File: src/rtl/irq_arbiter_pkg.sv
// irq_arbiter_pkg: register indices, claim valid bit position and bus FSM states
package irq_arbiter_pkg;
  localparam logic [2:0] IRQA_ADDR_MODE    = 3'd0;
  localparam logic [2:0] IRQA_ADDR_ENABLE  = 3'd1;
  localparam logic [2:0] IRQA_ADDR_PENDING = 3'd2;
  localparam logic [2:0] IRQA_ADDR_CLAIM   = 3'd3;
  localparam logic [2:0] IRQA_ADDR_SET     = 3'd4;
  localparam int IRQA_CLAIM_VALID_BIT = 31;
  typedef enum logic {ST_IDLE, ST_ACK} state_t;
endpackage

File: src/rtl/irq_arbiter_if.sv
// irq_arbiter_if: single-strobe register bus between a master and the arbiter
interface irq_arbiter_if #(parameter int DATA_W = 32) ();
  logic req;
  logic we;
  logic [2:0] addr;
  logic [DATA_W-1:0] wdata;
  logic [DATA_W-1:0] rdata;
  logic ack;
  modport master (output req, we, addr, wdata, input rdata, ack);
  modport slave (input req, we, addr, wdata, output rdata, ack);
endinterface

File: src/rtl/irq_prio_enc.sv
// irq_prio_enc: lowest-index-wins priority encoder
module irq_prio_enc #(
  parameter int CH = 8
) (
  input  logic [CH-1:0]         v,
  output logic [$clog2(CH)-1:0] id,
  output logic                  valid
);
  localparam int IW = $clog2(CH);
  always_comb begin
    id = '0;
    for (int i = CH - 1; i >= 0; i--) id = v[i] ? IW'(i) : id;
  end
  assign valid = |v;
endmodule

File: src/rtl/irq_arbiter.sv
// irq_arbiter: synchronizes, latches and gates interrupt sources behind a claimable register port
module irq_arbiter
  import irq_arbiter_pkg::*;
#(
  parameter int CH     = 8,
  parameter int DATA_W = 32
) (
  input  logic          clk,
  input  logic          reset,
  input  logic [CH-1:0] src,
  irq_arbiter_if.slave  bus,
  output logic [CH-1:0] irq
);
  logic [CH-1:0] s0, s1, s2, mode, enable, pending;
  logic [CH-1:0] rise, set_w, clr_w, claim_oh;
  logic [$clog2(CH)-1:0] id;
  logic valid, acc, wr;
  logic [DATA_W-1:0] rd_val;
  state_t state;
  irq_prio_enc #(.CH(CH)) u_enc (.v(irq), .id(id), .valid(valid));
  assign irq = pending & enable;
  assign acc = state == ST_IDLE && bus.req;
  assign wr  = acc && bus.we;
  always_comb begin
    rise     = s1 & ~s2;
    set_w    = (wr && bus.addr == IRQA_ADDR_SET) ? bus.wdata[CH-1:0] : '0;
    clr_w    = (wr && bus.addr == IRQA_ADDR_PENDING) ? bus.wdata[CH-1:0] : '0;
    claim_oh = (acc && !bus.we && bus.addr == IRQA_ADDR_CLAIM && valid) ? {{(CH-1){1'b0}}, 1'b1} << id : '0;
    rd_val   = bus.addr == IRQA_ADDR_MODE    ? DATA_W'(mode) :
               bus.addr == IRQA_ADDR_ENABLE  ? DATA_W'(enable) :
               bus.addr == IRQA_ADDR_PENDING ? DATA_W'(pending) :
               (bus.addr == IRQA_ADDR_CLAIM && valid) ? ((DATA_W'(1) << IRQA_CLAIM_VALID_BIT) | DATA_W'(id)) : '0;
  end
  always_ff @(posedge clk) begin
    if (reset) begin
      s0        <= '0;
      s1        <= '0;
      s2        <= '0;
      mode      <= '0;
      enable    <= '0;
      pending   <= '0;
      state     <= ST_IDLE;
      bus.ack   <= 1'b0;
      bus.rdata <= '0;
    end else begin
      s0        <= src;
      s1        <= s0;
      s2        <= s1;
      // new events win over clears on edge channels; level channels track s1
      pending   <= (mode & ((pending & ~(clr_w | claim_oh)) | rise | set_w)) | (~mode & s1);
      mode      <= (wr && bus.addr == IRQA_ADDR_MODE) ? bus.wdata[CH-1:0] : mode;
      enable    <= (wr && bus.addr == IRQA_ADDR_ENABLE) ? bus.wdata[CH-1:0] : enable;
      state     <= acc ? ST_ACK : ST_IDLE;
      bus.ack   <= acc;
      bus.rdata <= (acc && !bus.we) ? rd_val : '0;
    end
  end
endmodule

File: src/flat_wrapper.sv
// flat-port wrapper written by rule: the top's interface ports become plain ports
module irq_arbiter_flat import irq_arbiter_pkg::*;
#(
  parameter int CH     = 8,
  parameter int DATA_W = 32
)
  (clk, reset, src, irq, bus_req, bus_we, bus_addr, bus_wdata, bus_rdata, bus_ack);
  irq_arbiter_if #(.DATA_W(DATA_W)) bus_i ();
  input  logic clk;
  input  logic reset;
  input  logic [CH-1:0] src;
  output logic [CH-1:0] irq;
  input wire logic [$bits(bus_i.req)-1:0] bus_req;
  input wire logic [$bits(bus_i.we)-1:0] bus_we;
  input wire logic [$bits(bus_i.addr)-1:0] bus_addr;
  input wire logic [$bits(bus_i.wdata)-1:0] bus_wdata;
  output wire logic [$bits(bus_i.rdata)-1:0] bus_rdata;
  output wire logic [$bits(bus_i.ack)-1:0] bus_ack;
  assign bus_i.req = bus_req;
  assign bus_i.we = bus_we;
  assign bus_i.addr = bus_addr;
  assign bus_i.wdata = bus_wdata;
  assign bus_rdata = bus_i.rdata;
  assign bus_ack = bus_i.ack;
  irq_arbiter #(.CH(CH), .DATA_W(DATA_W)) u_core (.clk(clk), .reset(reset), .src(src), .bus(bus_i), .irq(irq));
endmodule
File: config.mk
export PLATFORM = sky130hd
export DESIGN_NAME = irq_arbiter_flat
export DESIGN_NICKNAME = d
export VERILOG_FILES = /design/src/rtl/irq_arbiter_pkg.sv /design/src/rtl/irq_arbiter_if.sv /design/src/rtl/irq_prio_enc.sv /design/src/rtl/irq_arbiter.sv /design/src/flat_wrapper.sv
export SDC_FILE = /design/constraint.sdc
export NUM_CORES = 1
export LEC_CHECK = 0
export ABC_CLOCK_PERIOD_IN_PS = 1800
export CAP_MARGIN = 20
export CORE_AREA = 2 2 85 87
export CTS_BUF_LIST = sky130_fd_sc_hd__clkbuf_4 sky130_fd_sc_hd__clkbuf_8 sky130_fd_sc_hd__clkbuf_16
export CTS_CLUSTER_SIZE = 20
export DETAILED_ROUTE_END_ITERATION = 10
export DIE_AREA = 0 0 87 89
export HOLD_SLACK_MARGIN = 0.1
export PLACE_DENSITY = 0.69
export RECOVER_POWER = 25
export SLEW_MARGIN = 0
export SYNTH_ARGS = -nofsm -noshare
export SYNTH_HDL_FRONTEND = slang
export SYNTH_SLANG_ARGS = --single-unit
File: constraint.sdc
create_clock -name clk -period 1.8 [get_ports clk]
set_clock_uncertainty 0.1 [all_clocks]
set_input_delay 0.36 -clock clk [delete_from_list [all_inputs] [get_ports clk]]
set_output_delay 0.36 -clock clk [all_outputs]
set_load 0.02 [all_outputs]
==> impl_results.md <==
* Outcome: finished clean
* Final worst-path cycle share at 0.972
* Share of the synthesized area in the top cell type at 0.442
* M2 GR Usage at 0.247
* Via density at 4.87
* Hold Path Sink: u_core.s1[0]
* Antenna Cells at 0
* Post-CTS Hold Buffers at 0
* Largest stage delay, worst path at 0.46 ns
* Die width at 87 um
* Global route overflow at 0
* CTS H-tree lvls at 3
* Design area at 0.00335 mm2
* Nets@finish at 409
* CP Data Required Time at 1.92 ns
* Final hold vios at 0
* Cells after synthesis at 300
* GPL Wtd Cong at 0.877
* Global Route met1 Usage at 0.216
* WL final at 5.89 mm
* Detail Route Antenna Nets at 0
* DR pass1 iterations at 4
* Overall global routing resource usage at 0.164
* Clock latency on the worst-skew pair at 0.33 ns
* Yosys warnings at 0
* Gate power share at 0.099
* Cts bufs inserted at 9
* Part of the power in registers at 0.505
* Clock Tree Root: clkbuf_8
* Antenna violations before repair at 0
* Async SR Flop Fraction at 0
* Commonest non-fill, non-tap cell in the layout: dfxtp_1
* Global route hottest layer: met2
* Die footprint at 0.00774 mm2
* Setup crit start kind: register
* CTS tree: yes
* Num rows at 30
* Syn_area_per_cell at 8.76 um2
* Worst-Margin Slew at 0.565 ns
* Vias in the first global route at 1963
* Worst reg-to-reg path cell count at 5
* Core Area at 0.00672 mm2
* PwrDens at 787 mW/mm2
* Maximum clock frequency at 571 MHz
* EDFF count, synth at 0
* Hold Path Class: register to register
* Final Max Slew Viols at 0
* Element type at the critical path end: register
* Sequential area share after synthesis at 0.442
* M3 GR Usage at 0.0489
* CP arrival at 1.87 ns
* Critical path's slowest cell: mux4_2
* # Max-Cap Violations at 0
* Mapped Area at 0.00263 mm2
* Hold path cells at 1
* Io pins at 88
* DP Wirelength at 4.25 mm
* Hold wc startpoint: u_core.s0[0]
* Switching fraction of total power at 0.241
* DR WL/cell at 13.2 um
* Largest net degree at the start of global routing at 50
* Port buffer count at 40
* Setup slack, reg-to-reg at 0.05 ns
* Via count at 2172
* Leakage power at 1.44 nW
* Area contributors post-synth: dfxtp_1 (44%), buf_4 (7.4%), nor2b_1 (5.2%)
* P_sw at 0.636 mW
* Setup_tns at 0 ns
* Slew headroom at 0.623
* Min Tclk post-route at 1.75 ns
* P&R area growth vs syn at 27.5%
* First-pass GRT wire length at 9.56 mm
* Dpl cell area at 0.00317 mm2
* Reg2reg start: u_core.pending[2]
* Worst ir drop on vdd at 0.000378 V
* Share of cells above drive strength 1 at 0.175
* Synth area leader: dfxtp_1
* Final setup vio count at 0
* CP Class: register to register
* Worst path cell trace: nand2_2 > and3_2 > nor2b_1 > mux4_2 > nor2b_4
* Clock group share of total power at 0.396
* Initial DRC count at 116
* CTS clk-pin slew, worst paths at 0.06 ns
* Max clock buf depth at 2
* Top FF cell, synth: dfxtp_1
* Internal power at 2.00 mW
* Clock sink count at 58
* Starting density of the core at 0.391
* Drt drc at 0
* CP Max Fanout at 6
* Synth Register Bits at 58
* # Post-CTS Setup Buffers at 0
* RR Endpoint: u_core.bus.rdata[2]
* Most frequent cells in the layout: dfxtp_1 (57), nor2_1 (33), clkdlybuf4s50_1 (28)
* Die Span Y at 89 um
* Synth cell types at 47
-- repair_timing --
item / 4_1_cts / 5_1_grt
gates resized for setup: 14 / 14
endpoints found under the setup margin: 16 / 10
endpoints found under the hold margin: 0 / 0
pin swaps: 0 / 1
-- stage by stage --
stage / util / power (mW) / hold WS (ns) / setup WS [ns] / cells
final: 0.499 / 2.64 / 0.337 / 0.0500 / 446
after global routing: 0.499 / 2.76 / 0.355 / -0.0210 / 446
after CTS: 0.496 / 2.68 / 0.337 / 0.00753 / 446
after detailed placement: 0.471 / 1.62 / 0.323 / -0.426 / 431
after global placement: 0.471 / 1.62 / 0.317 / -0.419 / 431
after floorplan: - / 1.54 / 0.314 / 0.0210 / 322
-- kinds of logic (layout without fill, tap and decap cells) --
group	after synthesis	in the layout	synth area share
AO/OA/AOI/OAI	58	58	0.155
buffers and inverters	51	95	0.111
flip-flops	58	58	0.442
multiplexers	11	11	0.0466
other	1	23	0.00143
AND/OR/NAND/NOR	121	121	0.244
-- layer usage --
layer | share of wire | wire length [um]
met2 | 0.44 | 2600
met4 | 0.023 | 136
met1 | 0.48 | 2830
met3 | 0.056 | 331
met5 | 0 | 0
-- registers in the layout, indices dropped and copies added (netlist names) --
name              count
u_core.s0             8
u_core.s2             8
u_core.bus.ack        1
u_core.mode           8
u_core.pending        8
u_core.bus.rdata      9
u_core.s1             8
u_core.enable         8
-- cells in the mapped netlist, drive strengths merged, types with 3 or more instances --
master and number:
nand4 3, nor2b 23, mux2i 10, nor2 33, clkbuf 8, a22oi 5
a221oi 4, inv 14, nand3 11, a21oi 16, o21ai 9, a211oi 6
dfxtp 58, and2 3, a22o 3, nand2 28, buf 29, nor3 7
and3 3, a31oi 3, nand2b 3
-- power by group through the flow --
stage / sequential (mW) / clock (mW) / combinational (mW)
3_3_place_gp: 1.36 / 0 / 0.257
4_1_cts: 1.33 / 1.09 / 0.259
5_1_grt: 1.33 / 1.14 / 0.286
6_report: 1.33 / 1.05 / 0.262
2_1_floorplan: 1.36 / 0 / 0.185
3_5_place_dp: 1.36 / 0 / 0.259
-- how the worst max path moves through the flow --
stage          depth (start not counted)                   to         startpoint
5_1_grt                                6       u_core.mode[2]            bus_req
3_3_place_gp                           6    u_core.pending[6]        bus_addr[0]
2_1_floorplan                          7    u_core.pending[6]     u_core.bus.ack
4_1_cts                                3               irq[2]  u_core.pending[2]
6_report                               5  u_core.bus.rdata[2]  u_core.pending[2]
3_5_place_dp                           6    u_core.pending[6]        bus_addr[0]
-- cell type report --
type	count	area (um2)
fillers	630	3370
multi-input cells	213	1280
flip-flops and latches	58	1160
repair buffers	66	579
clock buffers	12	159
well taps	80	100
inverters	14	52.6
clock inverters	3	15.0
-- worst max-delay path: cells and delay by family, from the launching register on --
kind / cells / cell delay, ns
mux: 1 / 0.46
flops: 1 / 0.42
simple gates: 4 / 0.66
Power figures use the tool's default switching activity.
==> RTL change 1: new RTL, same settings <==
`DATA_W` is set to 32 in 3 places; all go to 36.
--- a/src/rtl/irq_arbiter_if.sv
+++ b/src/rtl/irq_arbiter_if.sv
@@ -1,5 +1,5 @@
 // irq_arbiter_if: single-strobe register bus between a master and the arbiter
-interface irq_arbiter_if #(parameter int DATA_W = 32) ();
+interface irq_arbiter_if #(parameter int DATA_W = 36) ();
   logic req;
   logic we;
   logic [2:0] addr;
--- a/src/rtl/irq_arbiter.sv
+++ b/src/rtl/irq_arbiter.sv
@@ -3,7 +3,7 @@
   import irq_arbiter_pkg::*;
 #(
   parameter int CH     = 8,
-  parameter int DATA_W = 32
+  parameter int DATA_W = 36
 ) (
   input  logic          clk,
   input  logic          reset,
--- a/src/flat_wrapper.sv
+++ b/src/flat_wrapper.sv
@@ -2,7 +2,7 @@
 module irq_arbiter_flat import irq_arbiter_pkg::*;
 #(
   parameter int CH     = 8,
-  parameter int DATA_W = 32
+  parameter int DATA_W = 36
 )
   (clk, reset, src, irq, bus_req, bus_we, bus_addr, bus_wdata, bus_rdata, bus_ack);
   irq_arbiter_if #(.DATA_W(DATA_W)) bus_i ();
Interface: changed (resized bus_rdata and bus_wdata); port bits go from 88 to 96. No check against the original RTL was run, so the function may have changed too.
==> RTL change 1 against the original RTL <==
- final area increased by 1.9%
- sequential cell count unchanged
- combinational power increased by 4%
- setup slack got worse by 0.012 ns
- hold slack got worse by 0.069 ns
- routed wire length increased by 0.59%
- synthesized area increased by 1.1%
- total power increased by 4.1%
- largest cell class unchanged
- largest power group unchanged
==> RTL change 1: results (changes against the original RTL) <==
Status: completed
Synth area leaders: dfxtp_1 44%, buf_4 8.5%, nor2b_1 5.2%
Worst path slowest cell: clkdlybuf4s50_1
Fraction of area in multi-input gates: 38.1% (-0.18 points)
Met3 WL: 394 um (+19%)
Post-Layout Cell Count: 452 (+1.3%)
Hold WS: 0.267 ns (-0.0694 ns)
Overall Global Routing Usage: 16.4% (about the same)
Register-to-Register Setup Slack: 0.07 ns (+0.02 ns)
Power Clock: 0.00114 W (+9%)
Non-clk buf share: 17.6% (+0.37 points)
Post-Place Cells: 434 (+0.70%)
Commonest cells post-synth: 58 x dfxtp_1, 33 x nor2_1, 30 x buf_4
Post-synthesis sequential area ratio: 43.7% (-0.50 points)
Vias in the first global route: 2072 (+5.6%)
GR Util met1: 19.7% (-1.8 points)
Nets: 418 (+2.2%)
Non-clock buffer count: 67 (+1.5%)
Initial DRC Count: 163 (+41%)
Synth Area in Compound Gates: 15.3% (-0.17 points)
Clock buffers: 9 (-3)
Maximum VDD drop: 447 uV (+18%)
Sequential cell area share: 34.1% (-0.59 points)
GR met2 Demand/Resource: 26.5% (+1.8 points)
M1 wire length: 2630 um (-7.2%)
Mux contribution to synthesized area: 4.61% (-0.053 points)
Post-cts resize count: 11 (-3)
Filler Cells Inserted: 629 (-0.16%)
NetSw: 0.000685 W (+7.8%)
DR WL met2: 2800 um (+7.9%)
Count of multi-input gates: 217 (+1.9%)
Hold Crit Endpoint: u_core.bus.ack
Clk tree area frac: 5.68% (+0.49 points)
Critical Path Start Type: input pin
First-pass GRT wire length: 9590 um (+0.37%)
Leakage power: 1.45 nW (+1.2%)
Crit-path leading delay family: buffers and inverters
Worst Hold Class: in2reg
Worst hold stages: 3 (+2)
Detailed-route wire length: 5930 um (+0.59%)
Worst setup path end: u_core.pending[4]
Met3 usage: 5.08% (+0.18 points)
Via density: 4.81 (-1.3%)
Seq pwr share: 48.4% (-2.1 points)
Worst R2R Start: u_core.pending[5]
Hold Crit Start: bus_req
Cell count after synthesis: 304 (+1.3%)
Clock Path Buffers: 2 (unchanged)
[RTL change 1: cell types whose count changed in the layout (fill, tap and decap cells not counted), moves of 2 or more]
cell,change
clkinvlp_4,+4
conb_1,+4
buf_6,+3
a221oi_1,+2
a221oi_2,-2
clkbuf_4,-2
clkbuf_8,-2
dfxtp_1,-2
dfxtp_2,+2
dlygate4sd2_1,-2
[RTL change 1: per-stage QoR]
stage	setup WS, ns	power, W	utilization, %	cell area [sq um]
finish	0.0379	0.00275	50.9	3420
global route	-0.0235	0.00287	50.9	3420
CTS	0.000761	0.00278	50.0	3360
detailed placement	-0.422	0.00162	47.2	3170
global placement	-0.410	0.00162	47.2	3170
floorplan	0.0210	0.00156	-	2760
[RTL change 1: worst min-delay path, cell delays in order]
cell and delay, ns:
dlymetal6s2s_1 0.15, nand2b_4 0.10, nor2_1 0.04
==> RTL change 2: new RTL, same settings <==
Made on the original files. Put a register stage on the output `irq`, with the module's reset. The value now appears one clock later. The other outputs are not delayed to match.
--- a/src/rtl/irq_arbiter.sv
+++ b/src/rtl/irq_arbiter.sv
@@ -11,14 +11,16 @@
   irq_arbiter_if.slave  bus,
   output logic [CH-1:0] irq
 );
+
+  logic [CH-1:0] irq_d;
   logic [CH-1:0] s0, s1, s2, mode, enable, pending;
   logic [CH-1:0] rise, set_w, clr_w, claim_oh;
   logic [$clog2(CH)-1:0] id;
   logic valid, acc, wr;
   logic [DATA_W-1:0] rd_val;
   state_t state;
-  irq_prio_enc #(.CH(CH)) u_enc (.v(irq), .id(id), .valid(valid));
-  assign irq = pending & enable;
+  irq_prio_enc #(.CH(CH)) u_enc (.v(irq_d), .id(id), .valid(valid));
+  assign irq_d = pending & enable;
   assign acc = state == ST_IDLE && bus.req;
   assign wr  = acc && bus.we;
   always_comb begin
@@ -55,5 +57,13 @@
       bus.rdata <= (acc && !bus.we) ? rd_val : '0;
     end
   end
+  always_ff @(posedge clk) begin
+    if (reset) begin
+      irq <= '0;
+    end else begin
+      irq <= irq_d;
+    end
+  end
+
 endmodule
 
Function: changed (Yosys sat finds a counterexample within 4 cycles, from zero or initial values and one cycle with reset high).
==> RTL change 2 against the original RTL <==
- highest routed layer unchanged
- count of clock-buffer cells in the layout is the same
- setup slack lost 0.0053 ns
- combinational power grew 4%
- routed wire length grew 3.4%
- total power grew 22%
- critical path type is now in2reg
- sequential cell count grew 8
- final area grew 7.5%
- synthesized area grew 6.5%
==> RTL change 2: results (changes against the original RTL) <==
Status: completed
Final Wtd Congestion: 0.865 (-1.3%)
Maximum VDD drop: 388 uV (+2.6%)
CP max stage delay: 0.50 ns (+0.04 ns)
Post-synthesis sequential area ratio: 47.2% (+3.0 points)
Initial DRC Count: 241 (+110%)
Wire per inst: 13.2 um (+0.23%)
Hold Crit Start: u_core.s0[6]
Post-route worst setup slack: 0.0446 ns (-0.00535 ns)
Crit-path max FO: 8 (+2)
Worst setup path end: u_core.pending[6]
Post-Layout Cell Count: 460 (+3.1%)
Via density: 5.03 (+3.2%)
Filler Cells Inserted: 610 (-3.2%)
Commonest cells post-synth: 66 x dfxtp_1, 42 x nor2_1, 26 x nor2b_1
Ratio of cells with drive above 1 in the final layout: 12.6% (-4.9 points)
Placed Area: 3360 sq um (+6.1%)
Pre-CTS setup slack: -0.365 ns (+0.0613 ns)
DP HPWL: 4390 um (+3.3%)
Register-to-Register Setup Slack: 0.15 ns (+0.10 ns)
Worst Hold Class: reg2reg
RR Endpoint: u_core.pending[0]
Worst path slowest cell: clkdlybuf4s50_1
Unique cell type count in the Yosys netlist: 43 (-8.5%)
Synth area leaders: dfxtp_1 47%, buf_4 6.4%, nor2b_1 5.8%
First-pass GRT wire length: 10000 um (+4.8%)
Critical Path AT: 1.93 ns (+0.06 ns)
Largest net degree at the start of global routing: 57 (+14%)
Crit-path leading delay family: compound AO/OA/AOI/OAI gates
Overall Global Routing Usage: 17.1% (+0.70 points)
Worst R2R Start: u_core.state
## RTL change 2: cell types whose count changed after synthesis, moves of 5 or more
cell / before / now
nand3_1: 11 / 3
nor2_1: 33 / 42
a21oi_1: 16 / 5
a22oi_1: 4 / 9
mux2i_1: 10 / 16
dfxtp_1: 58 / 66
## RTL change 2: logic make-up (layout without fill, tap and decap cells)
group	Yosys count	count (layout)	share of synthesized area, %
other cells	1	23	0.134
compound gates	59	59	15.5
flops	66	66	47.2
mux	16	16	5.72
simple gates	121	121	21.7
buf+inv	46	95	9.75
## RTL change 2: how the worst min path moves through the flow
stage,to,slack [ns],cells after the start
after global routing,u_core.s1[2],0.36,1
after floorplan,u_core.s1[0],0.31,1
final,u_core.s1[6],0.33,1
after detailed placement,u_core.s1[4],0.32,1
after global placement,u_core.s1[3],0.32,1
after CTS,u_core.irq[6],0.31,3
## RTL change 2: final cells by class
type / count / share of cell area (%)
clock buffers: 12 / 4.58
inverters: 10 / 1.04
repair buffers: 69 / 17.2
well taps: 80 / 2.78
multi-input cells: 219 / 35.7
clock inverters: 4 / 2.01
flip-flops and latches: 66 / 36.7
## RTL change 2: routing by layer
layer / share of wire [%] / GRT usage (%) / vias to the layer above / wire (um)
met1: 46 / 21.1 / 1078 / 2790
met2: 48 / 26.7 / 71 / 2920
met5: 0 / 0 / - / 0
met3: 4.3 / 4.25 / 9 / 259
li1: - / - / 1154 / -
met4: 2.0 / 10.9 / 0 / 119
## RTL change 2: what timing repair did
action | 4_1_cts | 5_1_grt
pin swaps | 0 | 2
gates cloned | 0 | 0
endpoints found under the setup margin | 2 | 4
resized for setup | 2 | 2
## RTL change 2: worst register-to-register path, stage by stage (launching register included)
cell and delay [ns]:
dfxtp_1 0.37, nand4bb_1 0.18, buf_6 0.15, nor2_1 0.04, buf_4 0.15, a221o_1 0.34
a211oi_1 0.22
## RTL change 2: per-stage QoR
step,hold slack [ns],util (%)
2_1_floorplan,0.314,-
3_3_place_gp,0.316,50.0
3_5_place_dp,0.322,50.0
4_1_cts,0.312,53.6
5_1_grt,0.356,53.6
6_report,0.335,53.6
## RTL change 2: power by group through the flow
| stage | Sequential, W | Clock (W) | Combinational, W |
|---|---|---|---|
| after floorplan | 0.00154 | 0 | 0.000186 |
| after global placement | 0.00154 | 0 | 0.000270 |
| after detailed placement | 0.00154 | 0 | 0.000272 |
| after CTS | 0.00151 | 0.00148 | 0.000274 |
| after global routing | 0.00151 | 0.00155 | 0.000297 |
| final | 0.00151 | 0.00144 | 0.000273 |
